<file path="config.mk">
export PLATFORM = sky130hd
export DESIGN_NAME = fetch_unit_flat
export DESIGN_NICKNAME = d
export VERILOG_FILES = /design/src/rtl/cpu_pkg.sv /design/src/rtl/fetch_unit_if.sv /design/src/rtl/fetch_queue.sv /design/src/rtl/fetch_unit.sv /design/src/flat_wrapper.sv
export SDC_FILE = /design/constraint.sdc
export NUM_CORES = 1
export LEC_CHECK = 0
export BUFFER_PORTS_ARGS = -buffer_cell sky130_fd_sc_hd__buf_2
export CAP_MARGIN = 15
export CORE_MARGIN = 3
export CORE_UTILIZATION = 40
export CTS_CLUSTER_DIAMETER = 80
export DETAILED_ROUTE_END_ITERATION = 7
export GPL_TIMING_DRIVEN = 0
export PLACE_DENSITY = 0.6
export RECOVER_POWER = 50
export SETUP_SLACK_MARGIN = 0.15
export SYNTH_ARGS = -nofsm -noshare
export SYNTH_HDL_FRONTEND = slang
export SYNTH_SLANG_ARGS = --single-unit
</file>
<file path="constraint.sdc">
create_clock -name clk -period 2.12 [get_ports clk]
set_input_delay 0.424 -clock clk [delete_from_list [all_inputs] [get_ports clk]]
set_output_delay 0.424 -clock clk [all_outputs]
set_load 0.01 [all_outputs]
</file>
<file path="src/rtl/cpu_pkg.sv">
`default_nettype none
// ============================================================================
// Module : cpu_pkg
// Brief  : Shared CPU definitions: fetch bus FSM states, reset vector, queue entry.
// Rev    : 1.0
// ============================================================================
package cpu_pkg;

    localparam int CPU_ADDR_WIDTH = 16;
    localparam int CPU_DATA_WIDTH = 8;

    localparam logic [CPU_ADDR_WIDTH-1:0] CPU_RESET_PC = 16'h2000;

    typedef enum logic [0:0] {
        BUS_IDLE = 1'b0,
        BUS_READ = 1'b1
    } Fetch_state;

    typedef struct packed {
        logic [CPU_DATA_WIDTH-1:0] data;
        logic [CPU_ADDR_WIDTH-1:0] pc;
    } fetch_entry_t;

    // Occupancy counters need one extra bit so that a full queue is representable.
    function automatic int fetch_count_width(input int depth);
        return $clog2(depth) + 1;
    endfunction

endpackage
`default_nettype wire

</file>
<file path="src/rtl/fetch_unit_if.sv">
`default_nettype none
// ============================================================================
// Module : fetch_unit_if
// Brief  : Memory bus and decoder-side signals of the instruction fetch unit.
// Rev    : 1.0
// ============================================================================
interface fetch_unit_if
    import cpu_pkg::*;
#(
    parameter int ADDR_WIDTH = 16,
    parameter int DATA_WIDTH = 8,
    parameter int DEPTH      = 4
);
    localparam int CW = fetch_count_width(DEPTH);

    logic [ADDR_WIDTH-1:0] adress_bus;
    logic [DATA_WIDTH-1:0] date_bus;
    logic                  r;
    logic                  ready;

    logic                  stall;
    logic                  flush;
    logic [ADDR_WIDTH-1:0] flush_pc;

    logic                  instr_take;
    logic                  instr_valid;
    logic [DATA_WIDTH-1:0] instr_byte;
    logic [ADDR_WIDTH-1:0] instr_pc;
    logic [CW-1:0]         count;

    modport master (
        output adress_bus, r, instr_valid, instr_byte, instr_pc, count,
        input  date_bus, ready, stall, flush, flush_pc, instr_take
    );

    modport slave (
        input  adress_bus, r, instr_valid, instr_byte, instr_pc, count,
        output date_bus, ready, stall, flush, flush_pc, instr_take
    );

endinterface
`default_nettype wire

</file>
<file path="src/rtl/fetch_queue.sv">
`default_nettype none
// ============================================================================
// Module : fetch_queue
// Brief  : Circular prefetch buffer with push, pop and a priority clear.
// Rev    : 1.0
// ============================================================================
module fetch_queue
    import cpu_pkg::*;
#(
    parameter  int DEPTH = 4,
    parameter  int WIDTH = 24,
    localparam int PW    = $clog2(DEPTH),
    localparam int CW    = fetch_count_width(DEPTH)
) (
    input  logic             clk,
    input  logic             reset,
    input  logic             clear_i,
    input  logic             push_i,
    input  logic [WIDTH-1:0] push_data_i,
    input  logic             pop_i,
    output logic [WIDTH-1:0] head_o,
    output logic             valid_o,
    output logic [CW-1:0]    count_o
);

    logic [WIDTH-1:0] mem_q [DEPTH];
    logic [PW-1:0]    wr_ptr_q, wr_ptr_d;
    logic [PW-1:0]    rd_ptr_q, rd_ptr_d;
    logic [CW-1:0]    count_q, count_d;
    logic             do_push;
    logic             do_pop;

    always_comb begin
        do_pop   = pop_i && (count_q != '0);
        do_push  = push_i && ((count_q != CW'(DEPTH)) || do_pop);
        wr_ptr_d = wr_ptr_q;
        rd_ptr_d = rd_ptr_q;
        count_d  = count_q;
        if (clear_i) begin
            wr_ptr_d = '0;
            rd_ptr_d = '0;
            count_d  = '0;
        end else begin
            // DEPTH is a power of two, so pointer overflow is the wrap.
            if (do_push) wr_ptr_d = wr_ptr_q + PW'(1);
            if (do_pop)  rd_ptr_d = rd_ptr_q + PW'(1);
            count_d = count_q + CW'(do_push) - CW'(do_pop);
        end
    end

    always_ff @(posedge clk or posedge reset) begin
        if (reset) begin
            wr_ptr_q <= '0;
            rd_ptr_q <= '0;
            count_q  <= '0;
        end else begin
            wr_ptr_q <= wr_ptr_d;
            rd_ptr_q <= rd_ptr_d;
            count_q  <= count_d;
        end
    end

    always_ff @(posedge clk) begin
        if (do_push && !clear_i) begin
            mem_q[wr_ptr_q] <= push_data_i;
        end
    end

    assign head_o  = mem_q[rd_ptr_q];
    assign valid_o = (count_q != '0);
    assign count_o = count_q;

endmodule
`default_nettype wire

</file>
<file path="src/rtl/fetch_unit.sv">
`default_nettype none
// ============================================================================
// Module : fetch_unit
// Brief  : Instruction fetch front end: wait-state bus reads into a prefetch queue.
// Rev    : 1.0
// ============================================================================
module fetch_unit
    import cpu_pkg::*;
#(
    parameter int                    ADDR_WIDTH = 16,
    parameter int                    DATA_WIDTH = 8,
    parameter int                    DEPTH      = 4,
    parameter logic [ADDR_WIDTH-1:0] RESET_PC   = ADDR_WIDTH'(CPU_RESET_PC)
) (
    input  logic         clk,
    input  logic         reset,
    fetch_unit_if.master bus
);

    localparam int CW = fetch_count_width(DEPTH);
    localparam int EW = DATA_WIDTH + ADDR_WIDTH;

    typedef struct packed {
        logic [DATA_WIDTH-1:0] data;
        logic [ADDR_WIDTH-1:0] pc;
    } entry_t;

    Fetch_state            state_q, state_d;
    logic [ADDR_WIDTH-1:0] pc_q, pc_d;

    logic                  q_push;
    logic                  q_pop;
    logic                  q_clear;
    logic                  q_valid;
    logic [CW-1:0]         q_count;
    logic [CW-1:0]         count_after_take;
    entry_t                push_entry;
    entry_t                head_entry;
    logic [EW-1:0]         head_bits;

    always_ff @(posedge clk or posedge reset) begin
        if (reset) begin
            state_q <= BUS_IDLE;
            pc_q    <= RESET_PC;
        end else begin
            state_q <= state_d;
            pc_q    <= pc_d;
        end
    end

    always_comb begin
        state_d          = state_q;
        pc_d             = pc_q;
        q_push           = 1'b0;
        q_clear          = 1'b0;
        q_pop            = bus.instr_take && q_valid && !bus.flush;
        push_entry       = '{data: bus.date_bus, pc: pc_q};
        count_after_take = q_count - CW'(q_pop);

        if (bus.flush) begin
            // Abandons any in-flight read: its data is dropped and pc is not advanced.
            q_clear = 1'b1;
            pc_d    = bus.flush_pc;
            state_d = BUS_IDLE;
        end else begin
            case (state_q)
                BUS_IDLE: begin
                    if (!bus.stall && (count_after_take < CW'(DEPTH))) begin
                        state_d = BUS_READ;
                    end
                end
                BUS_READ: begin
                    if (bus.ready) begin
                        q_push  = 1'b1;
                        pc_d    = pc_q + ADDR_WIDTH'(1);
                        state_d = BUS_IDLE;
                    end
                end
                default: state_d = BUS_IDLE;
            endcase
        end
    end

    fetch_queue #(
        .DEPTH (DEPTH),
        .WIDTH (EW)
    ) u_queue (
        .clk         (clk),
        .reset       (reset),
        .clear_i     (q_clear),
        .push_i      (q_push),
        .push_data_i (push_entry),
        .pop_i       (q_pop),
        .head_o      (head_bits),
        .valid_o     (q_valid),
        .count_o     (q_count)
    );

    assign head_entry      = entry_t'(head_bits);

    // pc only moves on a capture or flush edge, so the address is stable for a whole read.
    assign bus.adress_bus  = pc_q;
    assign bus.r           = (state_q == BUS_READ);
    assign bus.count       = q_count;
    assign bus.instr_valid = q_valid;
    assign bus.instr_byte  = head_entry.data;
    assign bus.instr_pc    = head_entry.pc;

endmodule
`default_nettype wire

</file>
<file path="src/flat_wrapper.sv">
// flat-port wrapper written by rule: the top's interface ports become plain ports
module fetch_unit_flat import cpu_pkg::*;
#(
    parameter int                    ADDR_WIDTH = 16,
    parameter int                    DATA_WIDTH = 8,
    parameter int                    DEPTH      = 4,
    parameter logic [ADDR_WIDTH-1:0] RESET_PC   = ADDR_WIDTH'(CPU_RESET_PC)
)
  (clk, reset, bus_adress_bus, bus_r, bus_instr_valid, bus_instr_byte, bus_instr_pc, bus_count, bus_date_bus, bus_ready, bus_stall, bus_flush, bus_flush_pc, bus_instr_take);
  fetch_unit_if #(.ADDR_WIDTH(ADDR_WIDTH), .DATA_WIDTH(DATA_WIDTH), .DEPTH(DEPTH)) bus_i ();
  input  logic clk;
  input  logic reset;
  output wire logic [$bits(bus_i.adress_bus)-1:0] bus_adress_bus;
  output wire logic [$bits(bus_i.r)-1:0] bus_r;
  output wire logic [$bits(bus_i.instr_valid)-1:0] bus_instr_valid;
  output wire logic [$bits(bus_i.instr_byte)-1:0] bus_instr_byte;
  output wire logic [$bits(bus_i.instr_pc)-1:0] bus_instr_pc;
  output wire logic [$bits(bus_i.count)-1:0] bus_count;
  input wire logic [$bits(bus_i.date_bus)-1:0] bus_date_bus;
  input wire logic [$bits(bus_i.ready)-1:0] bus_ready;
  input wire logic [$bits(bus_i.stall)-1:0] bus_stall;
  input wire logic [$bits(bus_i.flush)-1:0] bus_flush;
  input wire logic [$bits(bus_i.flush_pc)-1:0] bus_flush_pc;
  input wire logic [$bits(bus_i.instr_take)-1:0] bus_instr_take;
  assign bus_adress_bus = bus_i.adress_bus;
  assign bus_r = bus_i.r;
  assign bus_instr_valid = bus_i.instr_valid;
  assign bus_instr_byte = bus_i.instr_byte;
  assign bus_instr_pc = bus_i.instr_pc;
  assign bus_count = bus_i.count;
  assign bus_i.date_bus = bus_date_bus;
  assign bus_i.ready = bus_ready;
  assign bus_i.stall = bus_stall;
  assign bus_i.flush = bus_flush;
  assign bus_i.flush_pc = bus_flush_pc;
  assign bus_i.instr_take = bus_instr_take;
  fetch_unit #(.ADDR_WIDTH(ADDR_WIDTH), .DATA_WIDTH(DATA_WIDTH), .DEPTH(DEPTH), .RESET_PC(RESET_PC)) u_core (.clk(clk), .reset(reset), .bus(bus_i));
endmodule
</file>
; Word level (Yosys, flattened, before mapping)
; Memory sizes are Yosys's and may differ from the RTL's.
; Index checks and enable logic that the tools add are counted.
; Widths: inputs -> output; s select.
[word_totals]
wordCells = 49
memories = 1
latch_bits = 0
ram_bits = 96
out_inout_bits = 45
mem_bits_ro = 0
register_bits = 24
[mem_list]
columns = memory, words, width, rd, rd_ports_with_merged_regs, write_ports, line_no
row1 = u_core.u_queue.mem_q, 4, 24, 1, 0, 1, fetch_queue.sv:26  ; logic [WIDTH-1:0] mem_q [DEPTH];
[classes]
n_bitwise = 1
n_addsub = 6
n_div = 0
reduce_logical = 16
multipliers = 0
mux = 18
shifts = 0
eq_ne = 1
magnitude_cmp = 1
[ops]
columns = op, count
row1 = $mux 16, 3
row2 = $add 16x1->16 const B, 1
row3 = $mux 1, 9
row4 = $mux 2, 4
row5 = $reduce_bool 2->1, 4
row6 = $logic_and 1x1->1, 6
row7 = $sub 3x1->3, 2
row8 = $add 2x1->2 const B, 2
row9 = $add 3x1->3, 1
row10 = $logic_not 1->1, 3
row11 = $lt 3x3->1 const B, 1
row12 = $mux 3, 1
row13 = $ne 3x3->1 const B, 1
row14 = $reduce_bool 3->1, 1
row15 = $pmux 1 s2, 1
row16 = $reduce_and 2->1, 1
row17 = $logic_or 1x1->1, 1
row18 = $not 1->1, 1

; Longest topological paths before layout
[logic_depth]
depth_word = 9
depth_mapped = 10

; Hierarchy
; From an unflattened synthesis, not the netlist that was laid out.
[hier_totals]
hier_cells = 278
area_unflattened_um2 = 4890.9
[by_module_without_submodules]
columns = mod, instances, cells_each, area_each_um2, seq_area_each_um2
row1 = fetch_queue, 1, 171, 3942.5, 3057.9
row2 = fetch_unit, 1, 107, 948.4, 426.7

; Least setup slack after synthesis
; Ideal clock, no wire load.
[synth_path]
kind = register to register
start = register u_core.u_queue.count_q[1], in the netlist u_core.u_queue.count_o[1]
end = register u_core.u_queue.count_q[2], in the netlist u_core.u_queue.count_o[2]
n_path_buf = 0
setup_ns = 0.132
path_stages_with_launch = 11
synth_period_minus_slack_ns = 2.288
slack_ns = -0.168
arrival_time_ns = 2.156
cell_sequence = dfrtp_1 > or3_1 > nand2_1 > nor2_1 > ha_1 > inv_1 > ha_1 > inv_1 > fa_1 > xnor2_1 > nor2_1
[synth_between]
elab_chain_len = 9
[synth_lines]
columns = element, line_no
row1 = start: declaration, fetch_queue.sv:29  ; logic [CW-1:0] count_q, count_d;
row2 = start signal: assignment, fetch_queue.sv:59  ; count_q <= count_d;
row3 = $reduce_bool 3->1 *, fetch_queue.sv:70  ; assign valid_o = (count_q != '0);
row4 = via bus_instr_valid, flat_wrapper.sv:15  ; output wire logic [$bits(bus_i.instr_valid)-1:0] bus_instr_valid;
row5 = $logic_and 1x1->1 (2 in a row), fetch_unit.sv:56  ; q_pop = bus.instr_take && q_valid && !bus.flush;
row6 = $logic_and 1x1->1 *, fetch_queue.sv:34  ; do_pop = pop_i && (count_q != '0);
row7 = $logic_or 1x1->1, fetch_queue.sv:35  ; do_push = push_i && ((count_q != CW'(DEPTH)) || do_pop);
row8 = $logic_and 1x1->1, fetch_queue.sv:35
row9 = $add 3x1->3, fetch_queue.sv:47  ; count_d = count_q + CW'(do_push) - CW'(do_pop);
row10 = $sub 3x1->3 *, fetch_queue.sv:47
row11 = $mux 3 *, fetch_queue.sv:39  ; if (clear_i) begin
row12 = via u_core.u_queue.count_d[2], fetch_queue.sv:29
; Mark *: on every way through the listed nets, which the timed path passes. The rest lies on a longest branch.
; A chain may end at the register's enable or synchronous reset.

; Worst setup path in the final report
[layout_path]
start = register u_core.u_queue.rd_ptr_q[0]
end = output bus_instr_pc[11]
[layout_between]
elab_chain_len = 1
[layout_lines]
columns = element, line_no
row1 = start: declaration, fetch_queue.sv:28  ; logic [PW-1:0] rd_ptr_q, rd_ptr_d;
row2 = start signal: assignment, fetch_queue.sv:58  ; rd_ptr_q <= rd_ptr_d;
row3 = $mem_v2 4x24, -
row4 = end: declaration, flat_wrapper.sv:17  ; output wire logic [$bits(bus_i.instr_pc)-1:0] bus_instr_pc;
; Every way passes these cells.

==> metrics.md <==
| Metric | Value |
|---|---|
| Setup violators final | 10 |
| Max Clock Freq | 0.465 GHz |
| Power consumption | ~7.3 mW |
| Vias per Instance | 5.01 |
| Latest clock arrival within the worst-skew pair | ~0.4 ns |
| Total core area | 0.0118 mm2 |
| Peak supply drop | 0.573 mV |
| Clock Sinks | 120 |
| Failing checks | setup timing |
| Fin crit period | about 2.2 ns |
| Cells on worst reg2reg path | 9 |
| Reg2reg end | u_core.u_queue.count_o[1]$_DFF_PP0_ |
| Total GRT Usage | 16.4% |
| Buffers on Ports | 74 |
| Synth top area share | 58.3% |
| Storage cell area | roughly 0.0035 mm2 |
| Die area | 0.0137 mm2 |
| Layout area overhead | 32.9% |
| Reg-to-reg critical path startpoint | u_core.u_queue.count_o[1]$_DFF_PP0_ |
| Cts-stage hold buffer count | 0 |
| Pwr dens | 1110 mW/mm2 |
| Site Rows | 39 |
| Slowest CP cell | mux4_2 |
| Placed cell area | 0.00563 mm2 |
| Netlist cell types | 37 |
| Flop-to-flop setup slack | -0.02 ns |
| Seq cells post-synth | 120 |
| Post-synth ARST share | 20.0% |
| RSZ-0062 raised after global routing | true |
| Worst-Margin Slew | 0.974 ns |
| GPL Wtd Cong | 0.747 |
| Average size of a mapped cell | between 15 and 20 um2 |
| Synth warn | 0 |
| HP Class | input port to asynchronous set/reset pin |
| Synth top area cells | edfxtp_1 (58%), dfrtp_1 (12%), mux4_2 (11%) |
| Pre-CTS WS | -0.329 ns |
| Multi-input logic area | 0.00143 mm2 |
| First drt pass iteration count | 4 |
| WP data required | 1.70 ns |
| Syn Std Cell Area | 0.00494 mm2 |
| Layout cells sized above 1 | 41.2% |
| Final hold vios | 0 |
| Worst slew margin | around a third |
| Post-Route Skew | 0.00904 ns |
| Final Max Slew Viols | 0 |
| Leak | 2.39 nW |
| Top_reg_cell synth | edfxtp_1 |
| Final Cell Area | 0.00657 mm2 |
| Final WL | 10,300 um |
| Max incr delay on CP | ~0.54 ns |
| Syn_nets | 320 |
| Setup crit start kind | flop |
| First-pass GRT wire length | 16,200 um |
| Diode count | 0 |
| Highest metal used | met4 |
| Cells along the critical path | buf_8 -> buf_12 -> mux4_2 -> buf_6 |
| Num CTS Buffers | 17 |
| CP max FO | 10 |
| Metal1 wirelength | 4400 um |
| Root buf cell | clkbuf_16 |
| Die H | 117 um |
| Cells after synthesis | 282 |
| Vias post-DR | 2,849 |
| Max Root-Sink Buffers | 2 |
| Register area share after synthesis | just over 70% |
| Number of synthesized flops with an enable pin | 96 |
| CTS tree | yes |
| Antenna Nets Post-Route | 0 |
| DP Wirelength | 6710 um |
| Initial Utilization | 42.0% |
| Fillers | about 950 |
| Maximum number of pins on one net before global-route repair | 25 |
| CP arrival | 1.73 ns |
| Final WS setup | -0.0321 ns |
| Vias in the first global route | 2,992 |
| Outcome | finished, violations left |
| Setup crit end kind | output pin |
| Crit path kind | flop to output pin |
| Wire length on met3 | 484 um |
| Met2 wire len | 5360 um |
| WL/cell | 18.2 um |
| Part of the cycle the worst path needs | 102% |
| Post-synth top area cell | edfxtp_1 |
| CTS clk-pin slew, worst paths | 0.06 ns |
| Layout net count | 430 |
| Die width | 117 um |
| IO Count | 75 |
| Max Cap Viol | 0 |
| DRC errors left | 0 |
| GR Overflow Total | 0 |
| Initial antenna violation count | 0 |
| H-tree Lvls | 4 |
| Initial DRC Count | between 200 and 250 |
| Final core utilization | 55.8% |
-- cells by family (layout without fill, tap and decap cells) --
| logic type | after synthesis | count (layout) | synth area share [%] |
|---|---|---|---|
| flip-flops | 120 | 120 | 70.5 |
| AND/OR/NAND/NOR | 71 | 71 | 8.84 |
| multiplexers | 28 | 28 | 11.7 |
| AO/OA/AOI/OAI | 20 | 20 | 2.28 |
| buffers and inverters | 20 | 143 | 1.80 |
| XOR/XNOR | 15 | 15 | 2.66 |
| adder cells (fa/ha/maj) | 8 | 8 | 2.18 |
-- how the worst max path moves through the flow --
stage                                                 startpoint                              endpoint  slack (ns)  depth (start not counted)
final                     u_core.u_queue.rd_ptr_q[0]$_DFFE_PP0P_                      bus_instr_pc[11]       -0.03                          4
after global routing      u_core.u_queue.rd_ptr_q[0]$_DFFE_PP0P_                      bus_instr_pc[11]       -0.11                          4
after CTS                 u_core.u_queue.rd_ptr_q[0]$_DFFE_PP0P_                      bus_instr_pc[11]       -0.06                          4
after detailed placement                               bus_flush   u_core.u_queue.count_o[1]$_DFF_PP0_       -0.33                         10
after global placement                                 bus_ready  u_core.u_queue.mem_q[2][1]$_DFFE_PP_       -0.46                          4
after floorplan              u_core.u_queue.count_o[2]$_DFF_PP0_   u_core.u_queue.count_o[1]$_DFF_PP0_       -0.01                          9
-- registers in the layout, indices dropped and copies added, names as in the netlist --
| register | flops |
|---|---|
| u_core.u_queue.rd_ptr_q | 2 |
| u_core.bus.r | 1 |
| u_core.bus.adress_bus | 16 |
| u_core.u_queue.count_o | 3 |
| u_core.u_queue.wr_ptr_q | 2 |
| u_core.u_queue.mem_q | 96 |
-- synth_stat cells, drive strengths merged, types with 2 or more instances --
library cell	instances
edfxtp	96
mux2i	4
xor2	4
mux4	24
o21ai	13
nor3b	2
nor2	8
xnor2	11
nand2	23
inv	9
nand3	8
nand4	4
ha	7
dfrtp	23
buf	9
a22oi	3
nor2b	4
nor4	4
or3	2
clkbuf	2
nor3	9
and2	4
a21oi	2
-- layer usage --
metal / track usage, % / vias up
met5: 0 / -
met4: 5.73 / 0
met3: 4.52 / 8
met2: 27.3 / 81
met1: 20.7 / 1440
li1: - / 1320
-- worst max-delay path, delay by kind of cell (launching register included) --
kind | cells | cell delay (ns)
muxes | 1 | 0.54
buffers and inverters | 3 | 0.44
DFF | 1 | 0.35
-- cell usage in the layout (no fill, tap or decap), types with 7 or more instances in the layout --
cell type	instances
dfrtp_1	21
edfxtp_1	96
buf_6	20
mux4_2	24
nand3_1	7
inv_1	7
clkbuf_1	12
clkbuf_16	17
nand2_1	21
o21ai_0	11
buf_2	50
buf_4	11
nor3_1	8
nor2_1	7
xnor2_1	11
-- final cells by class --
type                       count  share of cell area, %
buffer                        11                   1.58
sequential                   120                   53.1
clock inverter                15                   3.41
multi-input combinational    142                   21.7
timing repair buffer          91                   10.1
clock buffer                  17                   6.48
inverter                       9                  0.514
tap                          164                   3.12
-- power by group --
| group | internal (mW) | leakage [nW] | switching, mW |
|---|---|---|---|
| clock | 2.09 | 0.316 | 1.03 |
| combinational | 0.771 | 0.915 | 0.603 |
| sequential | 2.66 | 1.16 | 0.124 |
| total | 5.53 | 2.39 | 1.76 |
-- through the flow --
stage | hold slack (ns) | cells | setup TNS [ns]
global route | 0.243 | 569 | -1.91
floorplan | 0.438 | 282 | -0.0139
finish | 0.237 | 569 | -0.122
global placement | 0.519 | 520 | -43.55
CTS | 0.217 | 566 | -0.374
detailed placement | 0.537 | 524 | -13.73
-- repair_timing --
action	in CTS	in global routing
pin swaps	2	2
cloned	0	0
gates resized for setup	25	20
endpoints found under the setup margin	122	27
setup buffers	10	3
Power figures use the tool's default switching activity.
